--- config.mk ---
export PLATFORM = sky130hd
export DESIGN_NAME = bist_pattern_gen
export DESIGN_NICKNAME = d
export VERILOG_FILES = /design/src/rtl/bist_pattern_gen.sv
export SDC_FILE = /design/constraint.sdc
export NUM_CORES = 1
export LEC_CHECK = 0
export ABC_AREA = 1
export BUFFER_PORTS_ARGS = -buffer_cell sky130_fd_sc_hd__buf_2
export CAP_MARGIN = 30
export CORE_MARGIN = 1
export CORE_UTILIZATION = 50
export CTS_CLUSTER_DIAMETER = 200
export DETAILED_ROUTE_END_ITERATION = 8
export GPL_TIMING_DRIVEN = 1
export MAX_ROUTING_LAYER = met4
export PLACE_DENSITY = 0.73
export SYNTH_ARGS = -nofsm -noshare
export SYNTH_HDL_FRONTEND = slang
export SYNTH_SLANG_ARGS = --single-unit
--- constraint.sdc ---
create_clock -name CLK -period 2.9 [get_ports CLK]
set_clock_uncertainty 0.05 [all_clocks]
set_input_delay 0.145 -clock CLK [delete_from_list [all_inputs] [get_ports CLK]]
set_output_delay 0.145 -clock CLK [all_outputs]
set_load 0.02 [all_outputs]
--- src/rtl/bist_pattern_gen.sv ---
// BIST stimulus/check controller for a NOR-MISR compactor: flushes the compactor,
// streams LFSR patterns, then captures and grades the resulting signature.
module bist_pattern_gen #(
   parameter int              WIDTH        = 3,
   parameter logic [WIDTH-1:0] TAPS        = 3'b110,
   parameter logic [WIDTH-1:0] SEED        = 3'b001,
   parameter int              N_PATTERNS   = 7,
   parameter int              FLUSH_CYCLES = 1,
   parameter logic [WIDTH-1:0] GOLDEN      = 3'b000
) (
   input  logic             CLK,
   input  logic             RST,
   input  logic             START,
   input  logic [WIDTH-1:0] SIG,
   output logic [WIDTH-1:0] PAT,
   output logic             BUSY,
   output logic             DONE,
   output logic             PASS,
   output logic [WIDTH-1:0] SIG_CAP
);

   localparam int CNT_W  = $clog2(N_PATTERNS + 1);
   localparam int FCNT_W = $clog2(FLUSH_CYCLES + 1);
   localparam logic [WIDTH-1:0]  ONES   = {WIDTH{1'b1}};
   localparam logic [WIDTH-1:0]  ZEROS  = {WIDTH{1'b0}};
   // An all-zero seed would lock the LFSR, so it is promoted to 1.
   localparam logic [WIDTH-1:0]  SEED_L = (SEED == ZEROS) ? {{(WIDTH-1){1'b0}}, 1'b1} : SEED;
   localparam logic [CNT_W-1:0]  CNT_LAST  = CNT_W'(N_PATTERNS - 1);
   localparam logic [FCNT_W-1:0] FCNT_LAST = FCNT_W'(FLUSH_CYCLES - 1);

   typedef enum logic [1:0] {
      ST_IDLE  = 2'd0,
      ST_FLUSH = 2'd1,
      ST_RUN   = 2'd2,
      ST_CHECK = 2'd3
   } state_t;

   function automatic logic [WIDTH-1:0] lfsr_step(input logic [WIDTH-1:0] s);
      return {s[WIDTH-2:0], ^(s & TAPS)};
   endfunction

   state_t             state_r, state_s;
   logic [WIDTH-1:0]   pat_r, pat_s;
   logic               busy_r, busy_s;
   logic               done_r, done_s;
   logic               pass_r, pass_s;
   logic [WIDTH-1:0]   sig_cap_r, sig_cap_s;
   logic [WIDTH-1:0]   lfsr_r, lfsr_s;
   logic [CNT_W-1:0]   cnt_r, cnt_s;
   logic [FCNT_W-1:0]  fcnt_r, fcnt_s;

   // Next-state and next-register values; outputs are all registered below.
   always_comb begin
      state_s   = state_r;
      pat_s     = ONES;
      done_s    = 1'b0;
      pass_s    = pass_r;
      sig_cap_s = sig_cap_r;
      lfsr_s    = lfsr_r;
      cnt_s     = cnt_r;
      fcnt_s    = fcnt_r;
      case (state_r)
         ST_IDLE: begin
            if (START) begin
               state_s = ST_FLUSH;
               pass_s  = 1'b0;
               lfsr_s  = SEED_L;
               cnt_s   = {CNT_W{1'b0}};
               fcnt_s  = {FCNT_W{1'b0}};
            end else begin
               state_s = ST_IDLE;
            end
         end
         ST_FLUSH: begin
            if (fcnt_r == FCNT_LAST) begin
               state_s = ST_RUN;
               pat_s   = lfsr_r;
            end else begin
               fcnt_s  = fcnt_r + FCNT_W'(1'b1);
            end
         end
         ST_RUN: begin
            lfsr_s = lfsr_step(lfsr_r);
            cnt_s  = cnt_r + CNT_W'(1'b1);
            if (cnt_r == CNT_LAST) begin
               state_s = ST_CHECK;
            end else begin
               pat_s   = lfsr_step(lfsr_r);
            end
         end
         ST_CHECK: begin
            // SIG now reflects every pattern of the run.
            sig_cap_s = SIG;
            pass_s    = (SIG == GOLDEN);
            done_s    = 1'b1;
            state_s   = ST_IDLE;
         end
         default: begin
            state_s = ST_IDLE;
         end
      endcase
      busy_s = (state_s != ST_IDLE);
   end

   // State register.
   always_ff @(posedge CLK or posedge RST) begin
      if (RST) begin
         state_r <= ST_IDLE;
      end else begin
         state_r <= state_s;
      end
   end

   // Datapath and output registers.
   always_ff @(posedge CLK or posedge RST) begin
      if (RST) begin
         pat_r     <= ONES;
         busy_r    <= 1'b0;
         done_r    <= 1'b0;
         pass_r    <= 1'b0;
         sig_cap_r <= ZEROS;
         lfsr_r    <= SEED_L;
         cnt_r     <= {CNT_W{1'b0}};
         fcnt_r    <= {FCNT_W{1'b0}};
      end else begin
         pat_r     <= pat_s;
         busy_r    <= busy_s;
         done_r    <= done_s;
         pass_r    <= pass_s;
         sig_cap_r <= sig_cap_s;
         lfsr_r    <= lfsr_s;
         cnt_r     <= cnt_s;
         fcnt_r    <= fcnt_s;
      end
   end

   assign PAT     = pat_r;
   assign BUSY    = busy_r;
   assign DONE    = done_r;
   assign PASS    = pass_r;
   assign SIG_CAP = sig_cap_r;

endmodule
# ---- Yosys cells after proc, flatten, opt, wreduce, memory -nomap -nowiden
# Index checks and enable logic that the tools add are counted.
# Widths: inputs -> output; s select.
dict set report word_totals {
  ff_bits 18
  in_bits 6
  out_inout_bits 9
  elab_cells 42
  ram_bits 0
  latch_bits 0
  romBits 0
  mem_count 0
}
dict set report op_classes {
  mul 0
  muxes 16
  reduce_logical 10
  n_bitwise 0
  add_sub_neg 2
  shifts 0
  eq_ne 5
  div_mod_pow 0
  order_cmp 0
}
# cell count
set op_table {}
lappend op_table {{$pmux 3 s2} 3}
lappend op_table {{$mux 3} 4}
lappend op_table {{$pmux 2 s4} 1}
lappend op_table {{$reduce_bool 2->1} 4}
lappend op_table {{$reduce_and 2->1} 3}
lappend op_table {{$eq 2x2->1 const B} 2}
lappend op_table {{$mux 1} 4}
lappend op_table {{$mux 2} 2}
lappend op_table {{$pmux 1 s2} 2}
lappend op_table {{$add 3x1->3 const B} 1}
lappend op_table {{$eq 3x3->1 const B} 1}
lappend op_table {{$logic_not 3->1} 1}
lappend op_table {{$reduce_xor 3->1} 1}
lappend op_table {{$eq 2x1->1 const B} 1}
lappend op_table {{$logic_not 2->1} 1}
lappend op_table {{$ne 2x2->1 const B} 1}
lappend op_table {{$add 1x1->1 const B} 1}

# ---- Longest topological paths before layout
dict set report depth {
  word_depth 4
  mapped_depth 7
}

# ---- Worst setup path before layout
# OpenSTA, ideal clock, no wires.
dict set report synth_path {
  path_kind {flip-flop to flip-flop}
  start {reg state_r[0]}
  end {reg busy_r (netlist: BUSY)}
  path_stages_with_launch 7
  setup_slack_ns 1.672
  arrival_time_ns 1.057
  cell_sequence {dfrtp_1 > inv_1 > ha_1 > nand2_2 > inv_1 > o21ai_2 > nand2_1}
}
dict set report synth_via {
  elab_chain_len 3
  elab_cells_between_ends 8
  classes_between {eq/ne: 3; mux: 3; reduce/logical: 2}
}
# element line
set synth_rtl {}
lappend synth_rtl {{start, declared} 42} ;# state_t state_r, state_s;
lappend synth_rtl {{start signal, assigned} 110} ;# state_r <= state_s;
lappend synth_rtl {{$eq 2x2->1, or another cell as far along} 62} ;# case (state_r)
lappend synth_rtl {{$pmux 2 s4 (*)} 62}
lappend synth_rtl {{$reduce_bool 2->1 (*)} 102} ;# busy_s = (state_s != ST_IDLE);
lappend synth_rtl {{net busy_s} 44} ;# logic busy_r, busy_s;
lappend synth_rtl {{end signal, assigned} 127} ;# busy_r <= busy_s;
lappend synth_rtl {{end, declared} 44}
# The timed path passes the listed nets; every way through them passes the cells marked *.
# A chain may end at the register's enable or synchronous reset.

# ---- Worst setup path after layout
dict set report layout_path {
  start {reg state_r[0]}
  end {reg cnt_r[0]}
}
dict set report layout_via {
  elab_chain_len 3
  elab_cells_between_ends 6
  classes_between {eq/ne: 2; mux: 1; reduce/logical: 3}
}
# element line
set layout_rtl {}
lappend layout_rtl {{$eq 2x2->1 or $logic_not 2->1 (tied branches)} 62}
lappend layout_rtl {{$reduce_bool 2->1 (no line) or $ne 2x2->1 (tied branches)} -}
lappend layout_rtl {{$reduce_and 2->1 (no line)} -}
lappend layout_rtl {{end signal, assigned} 123} ;# cnt_r <= {CNT_W{1'b0}};
lappend layout_rtl {{end signal, assigned} 132} ;# cnt_r <= cnt_s;
lappend layout_rtl {{end, declared} 49} ;# logic [CNT_W-1:0] cnt_r, cnt_s;
# Several ways; a longest one is shown, not always the timed one.

==> qor.txt <==
status - finished clean
largest family of logic cells by synthesized area - simple AND/OR/NAND/NOR gates
final wirelength - 1.47 mm
XOR/XNOR Fraction of Synth Area - 0%
Initial Util - 54.4%
final period demand of the worst path - 1.44 ns
final setup fails - 0
Tightest Pin Transition - 0.633 ns
Required @ worst endpoint - 3.09 ns
CTS clk-pin slew, worst paths - 0.10 ns
PD cells - 1130 nW/um2
Hold Buf Count CTS - 1
initial drt markers - 16
endpoint class of the critical path - flip-flop
max cap viols - 0
full die area - 1840 um2
antenna diode count - 0
I/O pin count - 15
CTS buffer count - 3
Nets - 125
Cells after DPL - 123
number of instances on the worst hold path - 3
DRC Markers - 0
Unique masters post-synth - 17
post-layout util - 62.2%
H-tree levels - 1
Reg2Reg Setup Slack - 1.46 ns
vias per inst - 5.15
hold wc startpoint - SIG[1]
clock network power share - 12.0%
P&R area growth vs syn - 14.3%
Die Ht - 42.9 um
reg2reg path depth - 6
Final Hold Viols - 0
first-pass GRT wire length - 2.44 mm
synth top area cells - dfrtp_1 (39%), dfstp_2 (13%), nand2_1 (10%)
syn avg cell area - 8.92 um2
IO buf count - 14
Worst EP arrival - 1.63 ns
met3 usage - 5.11%
routed vias - 659
Synth Area in Simple Gates - 23.3%
Num Clock Sinks - 17
CTS tree - built
final slew viol count - 0
Cells after Synth - 94
fin cells - 128
average wire per standard cell - 11.5 um
post-synth top area share - 38.8%
Worst IR Drop VDD - 0.554 mV
Synth Area in Compound Gates - 7.91%
RSZ-0062 raised after global routing - no
FP Rows - 14
Yosys warnings - 0
Final ANT Viol Nets - 0
final period utilization - 49.7%
Yosys reg bits - 17
Post-Syn Area - 838 um2
Critical Path Source Type - flip-flop
largest net degree at the start of global routing - 18
Critical Path Start - state_r[0]
register area share after synthesis - 51.3%
TritonRoute pass-1 iters - 4
Net Sw Frac - 45.4%
multiplexer area fraction after synthesis - 0%
Reg-to-Reg Start - state_r[0]
CP Max Fanout - 9
Top Usage Layer GRT - met2
Post-CTS Setup Inserts - 0
worst min-delay path class - input port to flip-flop
cell-internal power - 0.000591 W
Setup CP Type - flip-flop to flip-flop
fillcell total - 131
CTS root buffer - clkbuf_4
Yosys top cell by area - dfrtp_1
total track usage - 19.1%
Final Wtd Congestion - 0.875
Post-Syn Nets - 106
LEAKAGE - 0.550 nW
HPWL Detailed - 1.07 mm
Switching Power - 0.000491 W
post-route setup TNS - 0 ns
GR Util met1 - 24.8%
initial antenna violation count - 0
worst hold slack - 0.0368 ns
GRT Residual Overflow - 0
Post-Synth Adder-Cell Area - 8.96%
Logic pwr share - 49.4%
clk buf depth - 2
Flop pwr share - 38.6%
clock latency on the worst-skew pair - 0.30 ns
hold endpoint - SIG_CAP[1]
Die Wd - 42.9 um
Post-CTS Resized - 0
FMAX - 0.694 GHz
met2 Use GR - 27.0%
Tot Pwr - 0.00108 W
worst flop-to-flop path endpoint - cnt_r[0]
Max transition margin - 57.7%
core area - 1540 um2
vias in the first global route - 572
share of layout cells above drive strength 1 - 24.1%
## power groups by stage
stage	Combinational, W	Sequential, W	Clock (W)
floorplan	0.000346	0.000481	0
global placement	0.000522	0.000418	0
detailed placement	0.000533	0.000421	0
CTS	0.000536	0.000416	0.000131
global route	0.000598	0.000428	0.000144
finish	0.000534	0.000418	0.000130
## layout make-up
class | count | area [um2] | share of cell area, %
Sequential cell | 17 | 430 | 44.9
Multi-Input combinational cell | 59 | 337 | 35.1
Timing Repair Buffer | 15 | 80.1 | 8.36
Inverter | 17 | 63.8 | 6.66
Clock buffer | 3 | 22.5 | 2.35
Tap cell | 16 | 20.0 | 2.09
Clock inverter | 1 | 5.00 | 0.522
## state kept, by name, summed over array words and instances (netlist names)
register,cells
PASS,1
DONE,1
BUSY,1
lfsr_r,3
cnt_r,3
state_r,2
SIG_CAP,3
PAT,3
## worst max-delay path, cell delays in order, from the launching register on
cell and delay (ns):
dfrtp_1 0.41, inv_1 0.10, ha_1 0.40, nand2_4 0.13, nand2_4 0.13, nand3_1 0.08, nand2_1 0.08
## cell usage in the layout (no fill, tap or decap), types with 2 or more instances in the layout
cell type,synthesis,final
dfstp_2,4,4
o211ai_1,2,2
inv_1,17,17
dfrtp_1,13,13
nor2_1,4,4
nand2_1,23,23
nand2_4,2,2
nand3_1,11,11
buf_2,0,14
o21ai_0,3,3
ha_1,6,6
a21oi_1,3,3
clkbuf_4,0,3
## synth_stat cells, drive strengths merged
master	n
inv	17
o21a	1
nand2	26
buf	1
nand3	12
dfrtp	13
ha	6
nor2	4
a21oi	3
o21ai	5
dfstp	4
o211ai	2
## cell families (layout without fill, tap and decap cells)
family,after synthesis,after routing
buffers and inverters,18,36
adder cells (fa/ha/maj),6,6
AND/OR/NAND/NOR,42,42
flip-flops,17,17
AO/OA/AOI/OAI,11,11
## how the worst max path moves through the flow
stage	slack [ns]	cells past startpoint	to
floorplan	1.67	6	BUSY
global placement	1.52	6	cnt_r[0]
detailed placement	1.48	6	cnt_r[0]
CTS	1.45	6	cnt_r[0]
global route	1.34	6	cnt_r[0]
finish	1.46	6	cnt_r[0]
## metrics by stage
step	area (um2)	setup slack, ns
5_1_grt	958	1.34
2_1_floorplan	838	1.67
6_report	958	1.46
3_5_place_dp	921	1.48
3_3_place_gp	921	1.52
4_1_cts	958	1.45
## per-layer routing
metal	up-vias	part of all wire (%)
met5	-	0
met4	0	2.4
met3	5	4.6
met2	21	43
met1	303	50
li1	330	-
(Power assumes the default switching activity.)
